File: src/rtl/bias_loader.sv
// bias_loader: write-side front end for the per-layer bias memory.
// Bias words arrive one at a time over a valid/ready stream. They are
// gathered into a staging array of NUM_WORDS words, and the complete array
// is then committed with a single active-low write strobe. The bias memory
// never sees a partial set committed.
//
// Handshake: a word transfers on a posedge where in_valid && in_ready.
// in_ready is registered and depends only on the current state. It does not
// depend on in_valid. in_valid may drop for any number of cycles, and
// in_data only has to be stable while in_valid is high.
module bias_loader #(
  parameter int NUM_FEATURES = 3,
  parameter int DATA_WIDTH   = 32,
  localparam int NUM_WORDS   = NUM_FEATURES + 1,
  localparam int WC_W        = $clog2(NUM_WORDS + 1)
) (
  input  logic                         clk,
  input  logic                         rst,
  input  logic                         load_start,
  input  logic                         load_abort,
  input  logic                         in_valid,
  input  logic signed [DATA_WIDTH-1:0] in_data,
  output logic                         in_ready,
  output logic                         bias_WrEn,
  output logic signed [DATA_WIDTH-1:0] bias_weights_input [NUM_WORDS],
  output logic                         busy,
  output logic                         done,
  output logic [WC_W-1:0]              word_count,
  output logic [1:0]                   o_dbg_state
);

  typedef enum logic [1:0] {
    S_IDLE    = 2'd0,
    S_COLLECT = 2'd1,
    S_COMMIT  = 2'd2
  } state_t;

  state_t                       r_state;
  logic                         r_in_ready;
  logic                         r_wr_en_n;
  logic                         r_busy;
  logic                         r_done;
  logic [WC_W-1:0]              r_word_count;
  logic signed [DATA_WIDTH-1:0] r_staging [NUM_WORDS];

  logic                         w_xfer;
  logic                         w_last;

  assign w_xfer = in_valid && r_in_ready;
  assign w_last = (r_word_count == WC_W'(NUM_WORDS - 1));

  // Control FSM. The outputs are registered alongside the state, so that
  // each output is a pure function of the registered state.
  always_ff @(posedge clk or negedge rst) begin
    if (!rst) begin
      r_state      <= S_IDLE;
      r_in_ready   <= 1'b0;
      r_wr_en_n    <= 1'b1;
      r_busy       <= 1'b0;
      r_done       <= 1'b0;
      r_word_count <= '0;
    end else begin
      r_done <= 1'b0;
      case (r_state)
        S_IDLE: begin
          if (load_start) begin
            r_state      <= S_COLLECT;
            r_in_ready   <= 1'b1;
            r_busy       <= 1'b1;
            r_word_count <= '0;
          end
        end
        S_COLLECT: begin
          // Abort wins over a simultaneous transfer, and that word is dropped.
          if (load_abort) begin
            r_state      <= S_IDLE;
            r_in_ready   <= 1'b0;
            r_busy       <= 1'b0;
            r_word_count <= '0;
          end else if (w_xfer) begin
            r_word_count <= r_word_count + 1'b1;
            if (w_last) begin
              r_state    <= S_COMMIT;
              r_in_ready <= 1'b0;
              r_wr_en_n  <= 1'b0;
            end
          end
        end
        S_COMMIT: begin
          // The strobe lasts exactly one cycle. Abort and start are ignored here.
          r_state      <= S_IDLE;
          r_wr_en_n    <= 1'b1;
          r_busy       <= 1'b0;
          r_done       <= 1'b1;
          r_word_count <= '0;
        end
        default: begin
          r_state    <= S_IDLE;
          r_in_ready <= 1'b0;
          r_wr_en_n  <= 1'b1;
          r_busy     <= 1'b0;
        end
      endcase
    end
  end

  // Staging array. A word changes only on an accepted transfer, so the array
  // holds steady through IDLE and through the commit cycle.
  always_ff @(posedge clk or negedge rst) begin
    if (!rst) begin
      for (int i = 0; i < NUM_WORDS; i++) begin
        r_staging[i] <= '0;
      end
    end else if ((r_state == S_COLLECT) && !load_abort && w_xfer) begin
      for (int i = 0; i < NUM_WORDS; i++) begin
        if (r_word_count == WC_W'(i)) begin
          r_staging[i] <= in_data;
        end
      end
    end
  end

  // Drive the staging array out to the bias memory data input.
  always_comb begin
    for (int i = 0; i < NUM_WORDS; i++) begin
      bias_weights_input[i] = r_staging[i];
    end
  end

  assign in_ready    = r_in_ready;
  assign bias_WrEn   = r_wr_en_n;
  assign busy        = r_busy;
  assign done        = r_done;
  assign word_count  = r_word_count;
  assign o_dbg_state = r_state;

endmodule

File: config.mk
export PLATFORM = sky130hd
export DESIGN_NAME = bias_loader
export DESIGN_NICKNAME = d
export VERILOG_FILES = /design/src/rtl/bias_loader.sv
export SDC_FILE = /design/constraint.sdc
export NUM_CORES = 1
export LEC_CHECK = 0
export CAP_MARGIN = 20
export CORE_ASPECT_RATIO = 0.5
export CORE_MARGIN = 1
export CORE_UTILIZATION = 38
export CTS_CLUSTER_DIAMETER = 40
export DETAILED_ROUTE_END_ITERATION = 7
export PLACE_DENSITY = 0.68
export SLEW_MARGIN = 20
export SYNTH_ARGS = -nofsm -noshare
export SYNTH_HDL_FRONTEND = slang
export SYNTH_SLANG_ARGS = --single-unit
File: constraint.sdc
create_clock -name clk -period 4.84 [get_ports clk]
set_input_delay 0.968 -clock clk [delete_from_list [all_inputs] [get_ports clk]]
set_output_delay 0.968 -clock clk [all_outputs]
set_load 0.02 [all_outputs]
==> flow_summary.toml <==
[floorplan]
die_h_um = 85.4
pin_count = 174
start_util = 0.390
rows = 30
dieArea_um2 = 14400
chipWidth_um = 169
core_area_um2 = 13600

[finish]
nFillCells = 1090
finalNetCount = 544
fin_cells = 707
drive_gt1_frac = 0.216
layout_commonest_cell = "clkdlybuf4s50_1"
multiInputGateArea_um2 = 1740
regArea_um2 = 3430
final_cell_mix = "clkdlybuf4s50_1 (172), dfrtp_1 (136), mux2_2 (70), mux2_1 (58), clkbuf_16 (17)"
syn_to_final_growth_pct = 46.8
num_antenna_cells = 0

[sta]
max_freq_ghz = 0.346
grt_setup_unrepaired = "no"
relSlewSlack = 0.294
worst_pin_slew_ns = 1.06
skew_ns = 0.00747
drv_slew = 0
fin_tns_setup_ns = 0
hold_viol = 0
setup_viol = 0
post-route-period-util = 0.597
period_needed_ns = 2.89

[clocking]
cts_tree = "built"
clockRootBuffer = "clkbuf_16"
hold_buffers = 0
cts_setup_buffers = 0
h-tree-depth = 4
clockBufferDepth = 2
cts.sinks = 137
numCtsBuffers = 17
clk_latency_ns = 0.40
ctsResizeCount = 0
clkTransAtPathRegs_ns = 0.06

[route]
wl_mm = 11.9
vias = 3300
routedWlPerCell_um = 16.9
final_antenna_net_count = 0
first_pass_iters = 4
via_per_inst = 4.67
drc = 0
drt-initial-drc-count = 86

[place]
portBuffers = 173
gp_congestion = 0.789
dp.cells = 675
dp_hpwl_mm = 7.91

[yosys]
synth_nets = 362
synth-seq-cells = 137
synth_edf_count = 0
yosysWarnings = 0
synthArstFlopShare = 1.00
ys_seq_area_frac = 0.649
syn_area_um2 = 5290
syn_avg_cell_area_um2 = 16.5
synth_cell_type_count = 27
synth_ff_type = "dfrtp_1"
syn_inst = 320

[power]
max-vdd-ir-drop_uv = 214
power_density_nw_per_um2 = 494
p_leak_nw = 3.58
totalPowerFinal_mw = 3.84

[hold_path]
hold_class = "reg -> reg"
min_from = "bias_weights_input[124]$_DFFE_PN0P_"

[worst_setup_path]
cp_num_buf_inv = 1
crit_family = "simple AND/OR/NAND/NOR gates"
cp-start-kind = "input pin"
cp.required_ns = 5.12
slowest_delay_ns = 0.83
crit_arrival_ns = 3.17
crit_start = "load_abort"
crit_fanout = 32
crit_path_top_delay_cell = "nor2_4"
worst_setup_path_end_kind = "flop"
path_cells = "clkdlybuf4s50_1, or3b_4, nor2_4, mux2_2"
crit_type = "in -> reg"
reg2reg_from = "o_dbg_state[0]$_DFFE_PN0P_"

[global_route]
grt_pass1_wl_mm = 18.8
antenna_found_initial = 0
grt_start_max_net_pins = 107
grt_pass1_vias = 3280
grtUsageTotal = 0.174
grt.overflow.total = 0

[job]
maxCapViolations = 0

[run_status]
status = "finished, final reports clean"
final cells by class:
cell class              count  share of cell area
well taps                 192              0.0309
multi-input cells         166               0.224
inverters                   4             0.00193
repair buffers            176               0.226
clock buffers              19              0.0558
flip-flops and latches    137               0.442
clock inverters            13              0.0198
synth_stat cells, drive strengths merged (2+ instances only):
cell,instances,share of area
buf,13,0.022
nor2,7,0.0095
mux2,128,0.27
o21bai,2,0.0028
a21oi,3,0.0028
nand2b,2,0.0024
o31ai,2,0.0028
ha,5,0.012
o211ai,3,0.0043
dfrtp,136,0.64
inv,4,0.0028
o21ai,2,0.0019
nand3,5,0.0047
cells by family after synthesis:
kind of cell               after synthesis  synth area share
AOI/OAI and AO/OA                       13            0.0159
adders and majority gates                5            0.0118
buffers and inverters                   17            0.0249
DFF                                    137             0.649
muxes                                  129             0.275
and+or+nand+nor                         19            0.0241
per-stage QoR:
step | hold slack (ns) | utilization | setup WS, ns | area, µm²
after floorplan | 0.514 | - | 2.67 | 5290
after global placement | 0.467 | 0.530 | 1.54 | 7180
after detailed placement | 0.474 | 0.530 | 1.50 | 7180
after CTS | 0.486 | 0.573 | 1.92 | 7760
after global routing | 0.495 | 0.573 | 1.83 | 7760
final | 0.480 | 0.573 | 1.95 | 7760
layer usage:
layer  vias to the layer above  global-route usage  part of all wire
met5                         -                   0                 0
met4                         0              0.0372            0.0042
met3                         5              0.0546             0.037
met2                        61               0.291              0.51
met1                      1730               0.224              0.45
li1                       1504                   -                 -
sequential cells by signal, summed over array words and instances, names as in the netlist:
register,flops
busy,1
done,1
bias_WrEn,1
word_count,3
bias_weights_input,128
in_ready,1
o_dbg_state,2
path summary, 6_finish.rpt:
kind | endpoint | slack, ns | cells past startpoint
worst max register to register | bias_weights_input[96]$_DFFE_PN0P_ | 2.45 | 3
min in group asynchronous | bias_weights_input[73]$_DFFE_PN0P_ | 0.66 | 1
worst max-delay path | bias_weights_input[96]$_DFFE_PN0P_ | 1.95 | 4
worst min-delay path | bias_weights_input[124]$_DFFE_PN0P_ | 0.48 | 1
max in group asynchronous | bias_weights_input[108]$_DFFE_PN0P_ | 3.16 | 2
worst min register to register | bias_weights_input[124]$_DFFE_PN0P_ | 0.48 | 1
power by group:
group          internal (mW)  total [mW]  switching (mW)
sequential              1.37        1.49           0.116
clock                  0.806        1.29           0.480
combinational          0.550        1.06           0.511
(Power assumes the default switching activity.)
